### config.mk
export PLATFORM = sky130hd
export DESIGN_NAME = decode_hazard_ctrl
export DESIGN_NICKNAME = d
export VERILOG_FILES = /design/src/rtl/decode_hazard_ctrl.sv
export SDC_FILE = /design/constraint.sdc
export NUM_CORES = 1
export LEC_CHECK = 0
export ABC_AREA = 1
export CORE_MARGIN = 4
export CORE_UTILIZATION = 40
export CTS_CLUSTER_SIZE = 14
export DETAILED_ROUTE_END_ITERATION = 6
export GPL_ROUTABILITY_DRIVEN = 1
export GPL_TIMING_DRIVEN = 0
export PLACE_DENSITY = 0.7
export SETUP_SLACK_MARGIN = 0.05
export SKIP_CTS_REPAIR_TIMING = 1
export SLEW_MARGIN = 10
export SYNTH_ARGS = -nofsm -noshare
export SYNTH_HDL_FRONTEND = slang
export SYNTH_SLANG_ARGS = --single-unit
### constraint.sdc
create_clock -name CLK -period 1.7 [get_ports CLK]
set_input_delay 0.34 -clock CLK [delete_from_list [all_inputs] [get_ports CLK]]
set_output_delay 0.34 -clock CLK [all_outputs]
set_load 0.02 [all_outputs]
### src/rtl/decode_hazard_ctrl.sv
// Decode-stage sequencing controller: shadow EX/MEM scoreboard, RAW hazard
// detection, latch stall/bubble/flush/freeze control and halt drain.
module decode_hazard_ctrl #(
  parameter bit          FORWARDING   = 1'b1,
  parameter int unsigned DRAIN_CYCLES = 2
) (
  input  logic       CLK,
  input  logic       nRST,
  input  logic       ihit,
  input  logic       dhit,
  input  logic [4:0] rsel1,
  input  logic [4:0] rsel2,
  input  logic       uses_rs1,
  input  logic       uses_rs2,
  input  logic       Reg_write,
  input  logic [4:0] out_wsel,
  input  logic       Mem_Read,
  input  logic       Mem_Write,
  input  logic       halt,
  input  logic       branch_taken,
  output logic       stall_fd,
  output logic       bubble_de,
  output logic       flush_fd,
  output logic       freeze,
  output logic       halt_out
);

  localparam logic [1:0] RUN    = 2'd0;
  localparam logic [1:0] DRAIN  = 2'd1;
  localparam logic [1:0] HALTED = 2'd2;

  localparam int unsigned CW = (DRAIN_CYCLES > 1) ? $clog2(DRAIN_CYCLES + 1) : 1;

  typedef struct packed {
    logic       valid;
    logic [4:0] wsel;
    logic       rw;
    logic       load;
    logic       mem;
  } sb_entry_t;

  sb_entry_t      ex_q;
  sb_entry_t      dec_e;
  // The load flag only matters for the EX-stage load-use check, so MEM drops it.
  logic           mem_valid, mem_rw, mem_mem;
  logic [4:0]     mem_wsel;
  logic [1:0]     state_q;
  logic [CW-1:0]  cnt_q;

  logic raw_ex, raw_mem, hazard, halted, adv, halt_go;

  assign dec_e = {1'b1, out_wsel, Reg_write, Mem_Read, Mem_Read | Mem_Write};

  always_comb begin
    raw_ex  = ex_q.valid & ex_q.rw & (ex_q.wsel != 5'd0) &
              ((uses_rs1 & (rsel1 == ex_q.wsel)) | (uses_rs2 & (rsel2 == ex_q.wsel)));
    raw_mem = mem_valid & mem_rw & (mem_wsel != 5'd0) &
              ((uses_rs1 & (rsel1 == mem_wsel)) | (uses_rs2 & (rsel2 == mem_wsel)));
    hazard  = FORWARDING ? (raw_ex & ex_q.load) : (raw_ex | raw_mem);
  end

  assign freeze   = mem_valid & mem_mem & ~dhit;
  assign halted   = (state_q == HALTED);
  assign halt_out = halted;
  assign adv      = ihit & ~freeze & ~halted;
  assign halt_go  = (state_q == RUN) & halt & adv & ~branch_taken & ~hazard;

  always_comb begin
    stall_fd  = 1'b0;
    bubble_de = 1'b0;
    flush_fd  = 1'b0;
    if (!freeze) begin
      if (halted) begin
        stall_fd = 1'b1;
      end else if (state_q == DRAIN) begin
        stall_fd  = 1'b1;
        bubble_de = 1'b1;
      end else if (branch_taken) begin
        flush_fd  = 1'b1;
        bubble_de = 1'b1;
      end else if (hazard) begin
        stall_fd  = 1'b1;
        bubble_de = 1'b1;
      end
    end
  end

  always_ff @(posedge CLK or negedge nRST) begin
    if (!nRST) begin
      ex_q      <= '0;
      mem_valid <= 1'b0;
      mem_rw    <= 1'b0;
      mem_mem   <= 1'b0;
      mem_wsel  <= '0;
      state_q   <= RUN;
      cnt_q     <= '0;
    end else begin
      if (adv) begin
        mem_valid <= ex_q.valid;
        mem_rw    <= ex_q.rw;
        mem_mem   <= ex_q.mem;
        mem_wsel  <= ex_q.wsel;
        ex_q      <= bubble_de ? '0 : dec_e;
      end
      case (state_q)
        RUN: begin
          if (halt_go) begin
            if (DRAIN_CYCLES == 0) begin
              state_q <= HALTED;
            end else begin
              state_q <= DRAIN;
              cnt_q   <= CW'(DRAIN_CYCLES);
            end
          end
        end
        DRAIN: begin
          if (adv) begin
            if (cnt_q <= CW'(1)) begin
              state_q <= HALTED;
              cnt_q   <= '0;
            end else begin
              cnt_q <= cnt_q - CW'(1);
            end
          end
        end
        HALTED: state_q <= HALTED;
        default: state_q <= RUN;
      endcase
    end
  end

endmodule

=== Word level (Yosys, flattened, before mapping) ===
Index checks and enable logic that the tools add are counted.

* Register bits: 15
* Input port bits: 26
* Word-level logic and storage cells: 66

* Add/subtract/negate cells: 1
* Magnitude comparators: 1
* Eq/ne operators: 7
* Mux-type cells: 22
* Bitwise operators: 21
* Reductions and logical operators: 5

{| class="wikitable"
|+ Operator list
! operator !! count
|-
| $and 1x1->1 || 14
|-
| $mux 1 || 13
|-
| $mux 2 || 6
|-
| $eq 5x5->1 || 2
|-
| $mux 9 || 1
|-
| $pmux 2 s3 || 1
|-
| $reduce_and 3->1 || 2
|-
| $not 1->1 || 5
|-
| $reduce_bool 5->1 || 1
|-
| $ne 2x2->1 const B || 2
|-
| $pmux 2 s2 || 1
|-
| $eq 2x1->1 const B || 1
|-
| $eq 2x2->1 const B || 1
|-
| $le 2x1->1 const B || 1
|-
| $logic_not 2->1 || 1
|-
| $ne 2x1->1 const B || 1
|-
| $or 1x1->1 || 2
|-
| $reduce_bool 2->1 || 1
|-
| $sub 2x1->2 const B || 1
|}

=== Logic depth before layout (Yosys ltp) ===
* Depth in word-level cells: 11
* Depth in mapped cells: 12
* Gate-level depth less buffers: 12

=== Least setup slack after synthesis ===
No wires, ideal clock.

* Path kind: reg-to-output
* From: register state_q[0]
* To: output port flush_fd
* Data arrival time: 1433 ps
* Slack: -73 ps
* Stages on the path, launching flop included: 4
* Path buffers: 0
* Cells stage by stage: dfrtp_1 inv_1 ha_1 nor4_1

{| class="wikitable"
|+ RTL lines
! item !! line !! source
|-
| start, declared || 47 || <nowiki>logic [1:0] state_q;</nowiki>
|-
| start signal, assigned || 95 || <nowiki>state_q <= RUN;</nowiki>
|-
| start signal, assigned || 109 || <nowiki>state_q <= HALTED;</nowiki>
|-
| start signal, assigned || 111 || <nowiki>state_q <= DRAIN;</nowiki>
|-
| $eq 2x2->1 || 63 || <nowiki>assign halted = (state_q == HALTED);</nowiki>
|-
| net halt_out || 25 || <nowiki>output logic halt_out</nowiki>
|-
| $mux 1 || 73 || <nowiki>if (halted) begin</nowiki>
|-
| $mux 1 || 72 || <nowiki>if (!freeze) begin</nowiki>
|-
| end, declared || 23 || <nowiki>output logic flush_fd,</nowiki>
|}

The timed path passes the listed nets, and every way through them passes these cells.

=== Final worst setup path ===
* From: input port rsel1[3]
* To: output port stall_fd

* Cells in the longest elaborated chain, start to end: 10

{| class="wikitable"
|+ RTL lines
! item !! line !! source
|-
| start, declared || 11 || <nowiki>input logic [4:0] rsel1,</nowiki>
|-
| $eq 5x5->1 || 56 || <nowiki>((uses_rs1 & (rsel1 == ex_q.wsel)) | (uses_rs2 & (rsel2 == ex_q.wsel)));</nowiki>
|-
| $and 1x1->1 || 56 ||
|-
| $or 1x1->1 || 56 ||
|-
| $and 1x1->1 || 55 || <nowiki>raw_ex = ex_q.valid & ex_q.rw & (ex_q.wsel != 5'd0) &</nowiki>
|-
| $and 1x1->1 || 59 || <nowiki>hazard = FORWARDING ? (raw_ex & ex_q.load) : (raw_ex | raw_mem);</nowiki>
|-
| $mux 1 || 81 || <nowiki>end else if (hazard) begin</nowiki>
|-
| $mux 1 || 78 || <nowiki>end else if (branch_taken) begin</nowiki>
|-
| $mux 1 || 75 || <nowiki>end else if (state_q == DRAIN) begin</nowiki>
|-
| $mux 1 || 73 ||
|-
| $mux 1 || 72 ||
|-
| end, declared || 21 || <nowiki>output logic stall_fd,</nowiki>
|}

Every way passes these cells.

==> impl_results.md <==
* Commonest cells after routing, fill and taps aside: sky130_fd_sc_hd__nand2_1 (52), sky130_fd_sc_hd__inv_1 (24), sky130_fd_sc_hd__clkdlybuf4s50_1 (17)
* Switching share of power at 0.441
* Leakage power at 0.857 nW
* Run status: finished with violations
* TritonRoute pass-1 iters at 4
* Setup repair after global routing missed its margin: true
* Number of fill cells at 218
* Fraction of layout cells with a size suffix above 1 at 0.195
* Most area-hungry cell type in the Yosys netlist: sky130_fd_sc_hd__dfrtp_1
* Antenna diodes at 0
* Remaining design rule violation count at 0
* Worst-case headroom to the max-slew limit at 0.558
* Effective utilization at floorplan at 0.436
* Clk pin slew, worst setup/hold paths at 0.09 ns
* Antenna violations before repair at 0
* Switching component of the power at 802 uW
* Chip width at 58.0 um
* Post-synthesis xor/xnor area fraction at 0
* Share of synthesized cell area in and, or, nand and nor gates at 0.405
* Clock Path Buffers at 2
* Count of non-filler cells in the finished layout at 213
* Average detailed-routed wire length per instance at 10.6 um
* Number of unique standard cell types used by synthesis at 18
* Die Area at 3370 um^2
* Maximum level of the CTS H-tree at 1
* Failing checks: setup timing
* Wire length of the first global-routing pass at 3860 um
* Maximum VDD drop at 963 uV
* Total of max-cap violations at 0
* CP endpoint kind: primary output
* Number of clock buffers inserted by TritonCTS at 3
* Multiplexer fraction of the synthesized cell area at 0
* Setup violation total in the final timing report at 3
* Number of DRC markers in iteration 0 at 15
* Die Y at 58.0 um
* Most common cell after layout, fill and taps aside: sky130_fd_sc_hd__nand2_1
* Maximum number of pins on one net before global-route repair at 16
* Count of final hold-check violations at 0
* Proportion of power drawn by the clock network at 0.113
* Post-route worst hold slack at 0.449 ns
* Worst Setup Slack, final at -0.302 ns
* Via count of the first global-routing pass at 957
* Clock insertion delay at the later pin of the skew report at 0.28 ns
* Flops & latches, synth at 15
* Power density of the placed cells at 1270 nW/um^2
* Share of the cycle needed by the critical path after routing at 1.18
* Area share of the leading cell type in the synthesized netlist at 0.375
* Crit path launch type: primary input
* Critical path fanouts, max at 2
* Highest attainable clock frequency at 0.500 GHz
* Root cell of the clock tree: sky130_fd_sc_hd__clkbuf_4
* Detailed-placement wirelength estimate at 1750 um
* Shortest clock period the worst path allows after layout at 2.00 ns
* Vias per inst at 4.68
* Number of placed I/O pins at 31
* Via Count at 996
* CTS tree: yes
* Syn avg cell area at 6.72 um^2
* GRT Overall Usage at 0.146
* CTS sink count at 15
* Global route total overflow at 0
* Layout Area Growth over Synthesis at 43.5%
* Area contributors post-synth: sky130_fd_sc_hd__dfrtp_1 (38%), sky130_fd_sc_hd__nand2_1 (19%), sky130_fd_sc_hd__inv_1 (9.7%), sky130_fd_sc_hd__nand3_1 (5.5%), sky130_fd_sc_hd__o21ai_0 (5.5%)
* Count of yosys warnings during synthesis at 0
* DRT Wirelength at 2260 um
* WP data required at 1.36 ns
* Synth Area in Compound Gates at 0.0613
* Worst setup slack for register-to-register paths at 0.14 ns
* Adder-Cell Fraction of Synth Area at 0.0375
* Pins over their slew limit at 0
* Combinational group share of total power at 0.543
* Cell Area, Synth at 1000 um^2
* Internal Pwr Total at 1.02 mW
* Final antenna-violating net count at 0
* Sequential fraction of design power at 0.344
* Placed cell count at 207
* Dominant combinational cell family by area after synthesis: simple AND/OR/NAND/NOR gates
* WP data arrival at 1.66 ns
* Net count after synthesis at 178
* CORE AREA at 2300 um^2
* Transition time of the tightest slew-check pin at 0.662 ns
* Final net count at 215
* Final clock skew at 0.00454 ns
* Input/output buffers at 30
* Sequential element share of the synthesized area at 0.375
* Crit path kind: in -> out
* Path category of the worst min-delay check: in -> async
* Cell Rows at 17
* Instance count of the mapped netlist at 149
* Placer's final routability congestion estimate at 0.837
## worst max-delay path, stage by stage
cell                              delay [ns]
sky130_fd_sc_hd__clkdlybuf4s50_1        0.43
sky130_fd_sc_hd__nand2_1                0.08
sky130_fd_sc_hd__nand2_1                0.05
sky130_fd_sc_hd__nor2_1                 0.11
sky130_fd_sc_hd__nand3_1                0.10
sky130_fd_sc_hd__nand2_2                0.11
sky130_fd_sc_hd__nand3_2                0.08
sky130_fd_sc_hd__a31oi_2                0.19
sky130_fd_sc_hd__buf_4                  0.16
## cells by family (layout without fill, tap and decap cells)
logic type / count (synthesis) / in the layout
AND/OR/NAND/NOR: 87 / 87
buffers and inverters: 32 / 68
flip-flops: 15 / 15
AO/OA/AOI/OAI: 12 / 12
adder cells (fa/ha/maj): 3 / 3
## path summary, 6_finish.rpt
kind,start,to,cells after the start
max,rsel1[3],stall_fd,9
min,nRST,state_q[1],1
max reg2reg,state_q[0],state_q[1],10
min reg2reg,ex_q[0],mem_mem,2
max in group asynchronous,nRST,ex_q[5],1
min in group CLK,ex_q[0],mem_mem,2
## metal layers
layer	routed length, um	GRT usage	part of all wire
met5	0	0	0
met4	23	0.0530	0.010
met1	1070	0.192	0.47
met2	1030	0.227	0.45
met3	140	0.0445	0.062
## through the flow
stage,area (um^2),power [mW],worst slack [ns],util,setup TNS [ns]
floorplan,1010,1.25,0.0921,-,0
global placement,1340,1.53,-0.770,0.584,-3.02
detailed placement,1340,1.56,-0.777,0.584,-3.17
CTS,1370,1.78,-0.802,0.596,-2.75
global route,1440,2.01,-0.421,0.625,-1.00
finish,1440,1.82,-0.302,0.625,-0.670
## cells in the mapped netlist, drive strengths merged
cell type,number
nand2,59
inv,31
dfrtp,15
nand3,11
o21ai,11
nor2,10
ha,3
nand4,3
a31oi,1
buf,1
nor3,1
nor3b,1
nor4,1
or2,1
## final cells by class
cell class	instances	area [um^2]	share of cell area
inverter	31	116	0.0810
tap	28	35.0	0.0244
clock inverter	1	5.00	0.00348
buffer	1	5.00	0.00348
timing repair buffer	32	337	0.234
clock buffer	3	22.5	0.0157
multi-input combinational	102	539	0.375
sequential	15	377	0.262
## registers in the layout, summed over array words and instances, names as in the netlist
register / cells
mem_valid: 1
cnt_q: 2
ex_q: 9
mem_mem: 1
state_q: 2
## power groups by stage
stage | Clock (mW) | Combinational, mW | Sequential [mW]
finish | 0.205 | 0.987 | 0.625
global route | 0.232 | 1.13 | 0.647
CTS | 0.210 | 0.948 | 0.617
detailed placement | 0 | 0.938 | 0.624
global placement | 0 | 0.915 | 0.617
floorplan | 0 | 0.651 | 0.596
(Power assumes the default switching activity.)
